==> src/rtl/hazard_unit.sv <==
// rtl/hazard_unit.sv - pipeline hazard unit: forwarding, load-use/branch/memory-wait control, event counters
module hazard_unit #(
    parameter int MAX_WAIT = 16,
    parameter int CW       = 16
) (
    input  logic          clk,
    input  logic          reset,
    input  logic [4:0]    rs1d,
    input  logic [4:0]    rs2d,
    input  logic [4:0]    rs1e,
    input  logic [4:0]    rs2e,
    input  logic [4:0]    rde,
    input  logic [4:0]    rdm,
    input  logic [4:0]    rdw,
    input  logic          resultsrce0,
    input  logic          pcsrce,
    input  logic          regwritem,
    input  logic          regwritew,
    input  logic          memreqm,
    input  logic          memreadym,
    output logic          stallf,
    output logic          stalld,
    output logic          stalle,
    output logic          stallm,
    output logic          flushd,
    output logic          flushe,
    output logic          flushw,
    output logic [1:0]    forwardae,
    output logic [1:0]    forwardbe,
    output logic          memerr,
    output logic [CW-1:0] cnt_lwstall,
    output logic [CW-1:0] cnt_flush,
    output logic [CW-1:0] cnt_memwait
);

    localparam int WW = $clog2(MAX_WAIT + 1);
    localparam logic [WW-1:0] WAIT_LAST = WW'(MAX_WAIT - 1);
    localparam logic [CW-1:0] CNT_MAX   = '1;

    typedef enum logic [1:0] {
        ST_RUN  = 2'd0,
        ST_WAIT = 2'd1,
        ST_ERR  = 2'd2
    } state_t;

    state_t          r_state;
    state_t          w_state_nxt;
    logic [WW-1:0]   r_waitcnt;
    logic [WW-1:0]   w_waitcnt_nxt;
    logic [CW-1:0]   r_cnt_lw;
    logic [CW-1:0]   r_cnt_fl;
    logic [CW-1:0]   r_cnt_mw;

    logic w_err;
    logic w_memstall;
    logic w_lwraw;
    logic w_lw_evt;
    logic w_fl_evt;

    assign w_err      = (r_state == ST_ERR);
    assign w_memstall = ~w_err & memreqm & ~memreadym;
    assign w_lwraw    = resultsrce0 & (rde != 5'd0) & ((rs1d == rde) | (rs2d == rde));
    assign w_fl_evt   = ~w_err & ~w_memstall & pcsrce;
    assign w_lw_evt   = ~w_err & ~w_memstall & ~pcsrce & w_lwraw;

    // M-stage result wins over W-stage: it is the younger write to the same register
    always_comb begin
        forwardae = 2'b00;
        if ((rs1e != 5'd0) && (rs1e == rdm) && regwritem)
            forwardae = 2'b10;
        else if ((rs1e != 5'd0) && (rs1e == rdw) && regwritew)
            forwardae = 2'b01;
    end

    always_comb begin
        forwardbe = 2'b00;
        if ((rs2e != 5'd0) && (rs2e == rdm) && regwritem)
            forwardbe = 2'b10;
        else if ((rs2e != 5'd0) && (rs2e == rdw) && regwritew)
            forwardbe = 2'b01;
    end

    // A memory stall freezes E too, so a taken branch there is simply replayed next cycle
    always_comb begin
        stallf = 1'b0;
        stalld = 1'b0;
        stalle = 1'b0;
        stallm = 1'b0;
        flushd = 1'b0;
        flushe = 1'b0;
        flushw = 1'b0;
        if (w_err || w_memstall) begin
            stallf = 1'b1;
            stalld = 1'b1;
            stalle = 1'b1;
            stallm = 1'b1;
            flushw = 1'b1;
        end else if (pcsrce) begin
            flushd = 1'b1;
            flushe = 1'b1;
        end else if (w_lwraw) begin
            stallf = 1'b1;
            stalld = 1'b1;
            flushe = 1'b1;
        end
    end

    // Leaving WAIT on any non-stalled cycle (ready, or request withdrawn) keeps waitcnt meaningful
    always_comb begin
        w_state_nxt   = r_state;
        w_waitcnt_nxt = r_waitcnt;
        case (r_state)
            ST_RUN: begin
                if (w_memstall) begin
                    w_state_nxt   = (MAX_WAIT == 1) ? ST_ERR : ST_WAIT;
                    w_waitcnt_nxt = WW'(1);
                end
            end
            ST_WAIT: begin
                if (!w_memstall) begin
                    w_state_nxt   = ST_RUN;
                    w_waitcnt_nxt = '0;
                end else if (r_waitcnt == WAIT_LAST) begin
                    w_state_nxt   = ST_ERR;
                end else begin
                    w_waitcnt_nxt = r_waitcnt + WW'(1);
                end
            end
            ST_ERR: begin
                w_state_nxt = ST_ERR;
            end
            default: begin
                w_state_nxt   = ST_RUN;
                w_waitcnt_nxt = '0;
            end
        endcase
    end

    always_ff @(posedge clk or negedge reset) begin
        if (!reset) begin
            r_state   <= ST_RUN;
            r_waitcnt <= '0;
        end else begin
            r_state   <= w_state_nxt;
            r_waitcnt <= w_waitcnt_nxt;
        end
    end

    always_ff @(posedge clk or negedge reset) begin
        if (!reset) begin
            r_cnt_lw <= '0;
            r_cnt_fl <= '0;
            r_cnt_mw <= '0;
        end else begin
            if (w_lw_evt && (r_cnt_lw != CNT_MAX))
                r_cnt_lw <= r_cnt_lw + CW'(1);
            if (w_fl_evt && (r_cnt_fl != CNT_MAX))
                r_cnt_fl <= r_cnt_fl + CW'(1);
            if (w_memstall && (r_cnt_mw != CNT_MAX))
                r_cnt_mw <= r_cnt_mw + CW'(1);
        end
    end

    assign memerr      = w_err;
    assign cnt_lwstall = r_cnt_lw;
    assign cnt_flush   = r_cnt_fl;
    assign cnt_memwait = r_cnt_mw;

endmodule

==> config.mk <==
export PLATFORM = sky130hd
export DESIGN_NAME = hazard_unit
export DESIGN_NICKNAME = d
export VERILOG_FILES = /design/src/rtl/hazard_unit.sv
export SDC_FILE = /design/constraint.sdc
export NUM_CORES = 1
export LEC_CHECK = 0
export ABC_AREA = 1
export CORE_ASPECT_RATIO = 0.5
export CORE_UTILIZATION = 44
export DETAILED_ROUTE_END_ITERATION = 8
export HOLD_SLACK_MARGIN = 0.15
export PLACE_DENSITY = 0.75
export REMOVE_ABC_BUFFERS = 1
export SLEW_MARGIN = 20
export SYNTH_ARGS = -nofsm -noshare
export SYNTH_HDL_FRONTEND = slang
export SYNTH_SLANG_ARGS = --single-unit
==> constraint.sdc <==
create_clock -name clk -period 1.8 [get_ports clk]
set_clock_uncertainty 0.1 [all_clocks]
set_input_delay 0.27 -clock clk [delete_from_list [all_inputs] [get_ports clk]]
set_output_delay 0.27 -clock clk [all_outputs]
set_load 0.03 [all_outputs]
==> key figures <==
Global routing
  – Global-route wire length before repair: 15,700 um
  – Vias in the first global route: 3,501
  – Gr usage total: 22.0%
  – Largest net degree at the start of global routing: 39
  – Remaining global-route overflow: 0
  – Antenna violations before repair: 0

Detailed routing
  – Uppermost routed layer: met4
  – DR WL/cell: 12.3 um
  – Met3 wire length: 517 um
  – Final WL: 9730 um
  – WL met1: 4400 um
  – Final ANT Viol Nets: 0
  – Drt first pass iters: 4
  – Initial DRC Count: 207
  – Via density: 4.82
  – DR vias: 3,806
  – Residual DRC: 0
  – DR WL met2: 4760 um

Power
  – P_leak: 2.99 nW
  – VDD IR-drop max: 320 uV
  – Reg power frac: 48.8%
  – Power share of the clock group: 40.3%
  – Psw: 0.000633 W
  – Combinational fraction of design power: 10.9%
  – Total power: 0.00253 W
  – Cell internal pwr: 0.00190 W
  – Power per Cell Area: 455 mW/mm^2
  – Switching Fraction: 25.0%

STA
  – RSZ-0062 raised after global routing: true
  – Slew Viols, Final: 0
  – Worst hold slack: 0.340 ns
  – Worst-Margin Slew: 0.451 ns
  – Share of the clock period used by the worst path after layout: 99.2%
  – Final setup vio count: 0
  – Post-layout min period: 1.78 ns
  – Total negative slack: 0 ns
  – Fmax: 560 MHz
  – Max-slew headroom: 69.7%
  – Hold Violations, Final: 0

Yosys
  – Top_reg_cell synth: dfrtp_1
  – Most common cell in the synthesized netlist: nand2_1
  – Synthesized cell area: 0.00377 mm^2
  – Yosys reg bits: 55
  – Top cells by count, synth: nand2_1 (189), inv_1 (68), dfrtp_1 (55)
  – Warnings from Yosys: 0
  – Syn avg cell area: 7.10 um^2
  – Sequential fraction of the synthesis area: 36.5%
  – Synth area leader: dfrtp_1
  – Yosys cell types: 32
  – Top cells by area, synth: dfrtp_1 (36%), nand2_1 (19%), inv_1 (6.8%)
  – Share of the synthesized area in the top cell type: 36.5%
  – Ys async rst share: 100%
  – Cells after Synth: 531
  – EDFF count, synth: 0

Placed design
  – I/O Buffers: 102
  – Post-DP Area: 0.00519 mm^2
  – HPWL Detailed: 7190 um
  – RD Place Congestion: 0.852

Run status
  – Status: completed

Clock tree
  – Buffer levels on the longest clock path: 2
  – Root Buffer: clkbuf_16
  – Clock-pin slew on the worst setup and hold paths: 0.08 ns
  – CTS tree: built
  – Clk sinks: 55
  – Worst-Skew Late Latency: 0.30 ns
  – Num CTS Buffers: 5
  – Htree depth: 2

Floorplan
  – Die W: 133 um
  – Die area: 0.00897 mm^2
  – Rows: 23
  – Die height: 67.5 um
  – Initial Utilization: 46.3%
  – I/O pin total: 103
  – Core ar.: 0.00814 mm^2

Finish
  – Syn-to-layout area delta: 47.3%
  – ANT cells: 0
  – Final Cell Area: 0.00556 mm^2
  – Share of cells above drive strength 1: 20.6%
  – Fin nets: 725
  – Final Util: 68.2%

Worst setup path
  – CP Max Fanout: 4
  – CP Launch Type: primary input
  – CP arrival: 1.41 ns
  – WS Path Type: primary input to output port
  – Worst EP required: 1.43 ns
  – Worst setup EP type: output port

Hold path
  – Hold WC Path Type: primary input to asynchronous set/reset pin

Job
  – Max_cap viols: 0
state kept, by name, summed over array words and instances (netlist names):
signal       flops
cnt_flush       16
cnt_lwstall     16
cnt_memwait     16
r_waitcnt        5
r_state          2
per-layer routing:
metal / up-vias / track usage (%)
met5: - / 0
met4: 0 / 5.17
met3: 5 / 3.98
met2: 89 / 40.6
met1: 1755 / 27.4
li1: 1957 / -
through the flow:
stage | cells | worst slack (ns)
2_1_floorplan | 522 | -0.343
3_3_place_gp | 777 | -0.604
3_5_place_dp | 777 | -0.632
4_1_cts | 789 | 0.00331
5_1_grt | 790 | -0.0457
6_report | 790 | 0.0151
cell usage in the layout, fill, tap and decap left out, drive strengths merged, types with 2 or more instances in the layout:
cell | Yosys | routed
a21oi | 2 | 2
buf | 9 | 56
clkbuf | 0 | 8
clkdlybuf4s15 | 0 | 2
clkdlybuf4s50 | 0 | 16
dfrtp | 55 | 55
dlygate4sd2 | 0 | 57
dlymetal6s2s | 0 | 12
ha | 5 | 5
inv | 70 | 71
nand2 | 196 | 197
nand3 | 37 | 37
nand4 | 7 | 7
nor2 | 44 | 44
nor3 | 18 | 18
nor4 | 3 | 3
o2111ai | 2 | 2
o21ai | 25 | 25
o22ai | 3 | 3
or2 | 4 | 4
xnor2 | 24 | 24
xor2 | 24 | 24
worst paths after layout:
check | from | end | slack (ns) | cells after the start
min | reset | cnt_lwstall[0]$_DFFE_PN0P_ | 0.34 | 2
max | rs2e[2] | forwardbe[1] | 0.02 | 7
min in group clk | cnt_memwait[6]$_DFFE_PN0P_ | cnt_memwait[6]$_DFFE_PN0P_ | 0.42 | 2
min reg2reg | cnt_memwait[6]$_DFFE_PN0P_ | cnt_memwait[6]$_DFFE_PN0P_ | 0.42 | 2
max reg2reg | cnt_flush[0]$_DFFE_PN0P_ | cnt_flush[12]$_DFFE_PN0P_ | 0.08 | 9
max in group asynchronous | reset | cnt_memwait[4]$_DFFE_PN0P_ | 0.71 | 3
kinds of logic (layout without fill, tap and decap cells):
group / after synthesis / in the layout / synth area share [%]
flip-flops: 55 / 55 / 36.5
AND/OR/NAND/NOR: 311 / 312 / 36.2
XOR/XNOR: 48 / 48 / 11.1
AO/OA/AOI/OAI: 33 / 33 / 5.34
buffers and inverters: 79 / 225 / 9.12
adder cells (fa/ha/maj): 5 / 5 / 1.66
power by group through the flow:
stage	Sequential (W)	Combinational, W	Clock [W]
final	0.00123	0.000275	0.00102
after CTS	0.00123	0.000269	0.00103
after global routing	0.00123	0.000303	0.00109
after global placement	0.00126	0.000267	0
after floorplan	0.00126	0.0000839	0
after detailed placement	0.00126	0.000272	0
timing repair:
action	CTS	global route
pin swaps	19	19
hold endpoints to repair	17	0
hold buffers	1	0
gates cloned	0	1
resized for setup	100	50
buffers inserted	3	1
setup endpoints to repair	37	64
final cells by class:
cell class	count	area [um^2]
Tap cell	112	140
Clock buffer	5	125
Timing Repair Buffer	147	1360
Multi-Input combinational cell	398	2270
Inverter	70	265
Fill cell	692	2590
Clock inverter	3	23.8
Sequential cell	55	1380
critical path, stage by stage:
cell             delay [ns]
clkdlybuf4s15_2        0.21
or2_2                  0.29
a21oi_1                0.14
nand4_1                0.13
nor2_2                 0.13
buf_4                  0.13
buf_6                  0.12
Power figures use the tool's default switching activity.
==> RTL change 1 (config.mk and constraints unchanged) <==
Register the output `cnt_lwstall` once more, with the module's reset; this adds one clock of latency there. The other outputs are not delayed to match.
--- a/src/rtl/hazard_unit.sv
+++ b/src/rtl/hazard_unit.sv
@@ -162,7 +162,13 @@
     end
 
     assign memerr      = w_err;
-    assign cnt_lwstall = r_cnt_lw;
+    always_ff @(posedge clk or negedge reset) begin
+        if (!reset) begin
+            cnt_lwstall <= '0;
+        end else begin
+            cnt_lwstall <= r_cnt_lw;
+        end
+    end
     assign cnt_flush   = r_cnt_fl;
     assign cnt_memwait = r_cnt_mw;
 
Check against the original RTL: not equivalent (a bounded check fails within 4 cycles, from zero or initial values and one cycle with reset low).
==> RTL change 1 against the original RTL <==
Setup slack gained 0.012 ns; sequential share of layout area grew 6.2 points; maximum frequency grew 0.70%; final area grew 3.1%; sequential cell count grew 16; synthesized area grew 5.6%; utilization shrank 2.6 points; count of clock-buffer cells in the layout grew 4; non-clock buffer count shrank 10; routed wire length shrank 6.0%; highest routed layer unchanged.
Power is not compared: it rests on default switching activity, and its combinational part moved more than twofold at a synthesized area within 25%.
==> RTL change 1: results (changes against the original RTL) <==
outcome=complete, no violations (unchanged); met3 GRT Util=5.70% (was 3.98%); pin count of the biggest net entering global routing=72 (was 39); HP Class=register to register (was primary input to async pin); Avg WL per Cell=11.9 µm (was 12.3 µm); htree depth=3 (was 2); routed vias/inst=4.82 (about the same); met1 Use GR=27.0% (was 27.4%); post-placement cell count=740 (was 777); DP HPWL=6.53 mm (was 7.19 mm); Tot GR Track Use=20.5% (was 22.0%); GPL Wtd Cong=0.818 (was 0.852); Nets=692 (was 725); post-place setup slack=-0.243 ns (was -0.632 ns); first-pass GRT wire length=15.5 mm (was 15.7 mm); Skew-Pair Late Insertion Delay=0.34 ns (was 0.30 ns); post-synthesis sequential area ratio=44.6% (was 36.5%); Worst Max-Slew Pin Slew=0.379 ns (was 0.451 ns); total CTS buffers=9 (was 5); Area after DPL=5280 µm² (was 5190 µm²); Syn Area/Cell=7.92 µm² (was 7.10 µm²); DR iter-0 viols=205 (was 207); vias in the first global route=3456 (was 3501); fraction of layout cells with a size suffix above 1=17.3% (was 20.6%); Worst-path clk slew=0.06 ns (was 0.08 ns); Yosys warnings=0 (unchanged); area share of the largest cell type after synthesis=44.6% (was 36.5%); fillers=759 (was 692); Synth top cells by count=nand2_1 (169), dfrtp_1 (71), inv_1 (56) (was nand2_1 (189), inv_1 (68), dfrtp_1 (55)); via count=3695 (was 3806); DRT Pass-1 Iters=6 (was 4); global routing usage on met2=33.2% (was 40.6%); Leakage=2.93 nW; Netlist cell types=31 (was 32); post-layout util=65.6% (was 68.2%); synth top area cells=dfrtp_1 (45%), nand2_1 (16%), xor2_1 (6.2%) (was dfrtp_1 (36%), nand2_1 (19%), inv_1 (6.8%))
RTL change 1: cell types whose count changed after synthesis, sizes merged, moves of 5 or more:
cell,before,now
nand4,7,13
nand2,196,172
nor3,18,12
inv,70,58
o21ai,25,15
nor2,44,49
nand3,37,31
dfrtp,55,71
RTL change 1: power by group through the flow:
| stage | Combinational [mW] | Sequential (mW) | Clock, mW |
|---|---|---|---|
| finish | 1.56 | 2.00 | 1.76 |
| global route | 1.70 | 2.03 | 1.88 |
| CTS | 1.47 | 1.98 | 1.80 |
| detailed placement | 1.56 | 2.01 | 0 |
| global placement | 1.53 | 2.00 | 0 |
| floorplan | 0.500 | 2.33 | 0 |
RTL change 1: final timing paths:
kind	from	endpoint	slack [ns]	depth (start not counted)
hold reg to reg	r_cnt_lw[1]$_DFFE_PN0P_	cnt_lwstall[1]$_DFF_PN0_	0.34	0
setup reg to reg	r_cnt_lw[1]$_DFFE_PN0P_	r_cnt_lw[6]$_DFFE_PN0P_	0.08	9
setup / recovery	rs1e[0]	forwardae[0]	0.03	7
hold / removal	r_cnt_lw[1]$_DFFE_PN0P_	cnt_lwstall[1]$_DFF_PN0_	0.34	0
max in group asynchronous	reset	cnt_lwstall[11]$_DFF_PN0_	0.92	3
min in group asynchronous	reset	cnt_memwait[5]$_DFFE_PN0P_	0.38	3
RTL change 1: worst max-delay path, cell delays in order:
cell and delay (ns):
dlygate4sd2_1 0.28, nor4_1 0.29, nand2_1 0.12, nand4_1 0.11
nor2_2 0.05, nor2_1 0.10, buf_4 0.17
RTL change 1: logic make-up (layout without fill, tap and decap cells):
group	count (synthesis)	after routing	share of synthesized area, %
compound gates	25	25	3.74
xor+xnor	52	52	11.4
fa+ha+maj	5	5	1.57
buf+inv	65	211	6.98
flops	71	71	44.6
simple gates	285	285	31.6
RTL change 1: timing repair:
item	in CTS	in global routing
hold buffers	1	0
hold endpoints to repair	71	0
gates resized for setup	74	34
pin swaps	17	21
setup endpoints to repair	36	38
setup buffers	1	9
RTL change 1: layer usage:
| layer | part of all wire (%) | wire [µm] |
|---|---|---|
| met5 | 0 | 0 |
| met4 | 0.86 | 79 |
| met3 | 4.6 | 417 |
| met2 | 48 | 4410 |
| met1 | 46 | 4240 |
RTL change 1: layout make-up:
class / instances / share of cell area, %
clock buffer: 9 / 3.93
clock inverter: 7 / 1.29
inverter: 58 / 3.87
multi-input combinational: 367 / 35.4
sequential: 71 / 31.0
tap: 117 / 2.56
timing repair buffer: 137 / 21.9
==> RTL change 2 (same flow settings) <==
Without the edit above. Set the parameter `MAX_WAIT` to 8 (it was 16).
--- a/src/rtl/hazard_unit.sv
+++ b/src/rtl/hazard_unit.sv
@@ -1,6 +1,6 @@
 // rtl/hazard_unit.sv - pipeline hazard unit: forwarding, load-use/branch/memory-wait control, event counters
 module hazard_unit #(
-    parameter int MAX_WAIT = 16,
+    parameter int MAX_WAIT = 8,
     parameter int CW       = 16
 ) (
     input  logic          clk,
Behaviour: not the same (Yosys sat finds a counterexample within 10 cycles, from zero or initial values and one cycle with reset low).
==> RTL change 2 against the original RTL <==
Setup slack better by 0.016 ns; register-to-register slack worse by 0.04 ns; sequential cell count down 1; power up 2.0%; worst hold slack better by 0.015 ns; count of clock-buffer cells in the layout unchanged; synthesized area down 3.2%; final area down 3.8%; cell count down 4.2%; routed wire length down 8.8%; critical path type is now register to output port; largest power group unchanged.
==> RTL change 2: results (changes against the original RTL) <==
# Post-CTS Setup Buffers=5 (was 3); worst vdd ir=0.000612 V (was 0.000320 V); Clk pwr share=43.8% (was 40.3%); pin count of the biggest net entering global routing=37 (was 39); fraction of layout cells with a size suffix above 1=20.8% (was 20.6%); via count=3606 (was 3806); met1 Use GR=25.8% (was 27.4%); Area after DPL=5000 µm² (was 5190 µm²); clock-net power=1.13 mW (was 1.02 mW); global routing usage on met2=38.7% (was 40.6%); critical path arrival=1.40 ns; Worst-path clk slew=0.07 ns; Leakage=2.98 nW (was 2.99 nW); multiplexer share of the synthesized area=0% (unchanged); met1 WL=4.10 mm (was 4.40 mm); fillers=698 (was 692); Tot GR Track Use=21.2% (was 22.0%); met2 wire length=4.33 mm (was 4.76 mm); Routed WL=8.88 mm (was 9.73 mm); synth top area cells=dfrtp_1 (37%), nand2_1 (15%), xor2_1 (8.9%) (was dfrtp_1 (36%), nand2_1 (19%), inv_1 (6.8%)); crit path max fanout=5 (was 4); Internal=1.99 mW (was 1.90 mW); Synth top cells by count=nand2_1 (147), inv_1 (66), dfrtp_1 (54) (was nand2_1 (189), inv_1 (68), dfrtp_1 (55)); initial antenna violation count=0 (unchanged); DP HPWL=6.78 mm (was 7.19 mm); Synth Area in Adders=1.37% (was 1.66%); met3 wire len=407 µm (was 517 µm); vias in the first global route=3351 (was 3501); CP peak stage delay=0.39 ns (was 0.29 ns); post-placement cell count=738 (was 777); first-pass GRT wire length=14.6 mm (was 15.7 mm); DR iter-0 viols=203 (was 207); GPL Wtd Cong=0.853 (was 0.852); Compound-Gate Fraction of Synth Area=3.94% (was 5.34%); final std cells w/o fill=757 (was 790); outcome=complete, no violations (unchanged); post-place setup slack=-0.232 ns (was -0.632 ns); Nets=691 (was 725); met3 GRT Util=4.94% (was 3.98%); Seq pwr share=47.0% (was 48.8%); Crit-path slowest cell=dfrtp_1 (was or2_2); Yosys warnings=0 (unchanged); post-synthesis sequential area ratio=37.0% (was 36.5%); Syn Area/Cell=7.35 µm² (was 7.10 µm²); Synth Area in XOR/XNOR=12.0% (was 11.1%); Slew headroom=69.8% (was 69.7%); Netlist cell types=35 (was 32); area share of the largest cell type after synthesis=37.0% (was 36.5%); post_cts resized=79 (was 100)
RTL change 2: final cells by class:
cell class                 count  area, µm²  share of cell area [%]
sequential                    54       1350                    25.3
clock buffer                   5        125                    2.34
clock inverter                 3       47.5                   0.890
multi-input combinational    365       2040                    38.2
inverter                      72        275                    5.15
timing repair buffer         146       1360                    25.5
tap                          112        140                    2.62
RTL change 2: final timing paths:
path                                      startpoint                     endpoint  slack, ns  cells past startpoint
max                           r_state[0]$_DFFE_PN0P_                       flushe       0.03                      8
min                                            reset  cnt_lwstall[14]$_DFFE_PN0P_       0.36                      2
max reg2reg                 cnt_flush[1]$_DFFE_PN0P_     cnt_flush[3]$_DFFE_PN0P_       0.04                      7
min reg2reg                cnt_flush[15]$_DFFE_PN0P_    cnt_flush[15]$_DFFE_PN0P_       0.42                      2
max in group asynchronous                      reset     cnt_flush[2]$_DFFE_PN0P_       0.70                      3
min in group clk           cnt_flush[15]$_DFFE_PN0P_    cnt_flush[15]$_DFFE_PN0P_       0.42                      2
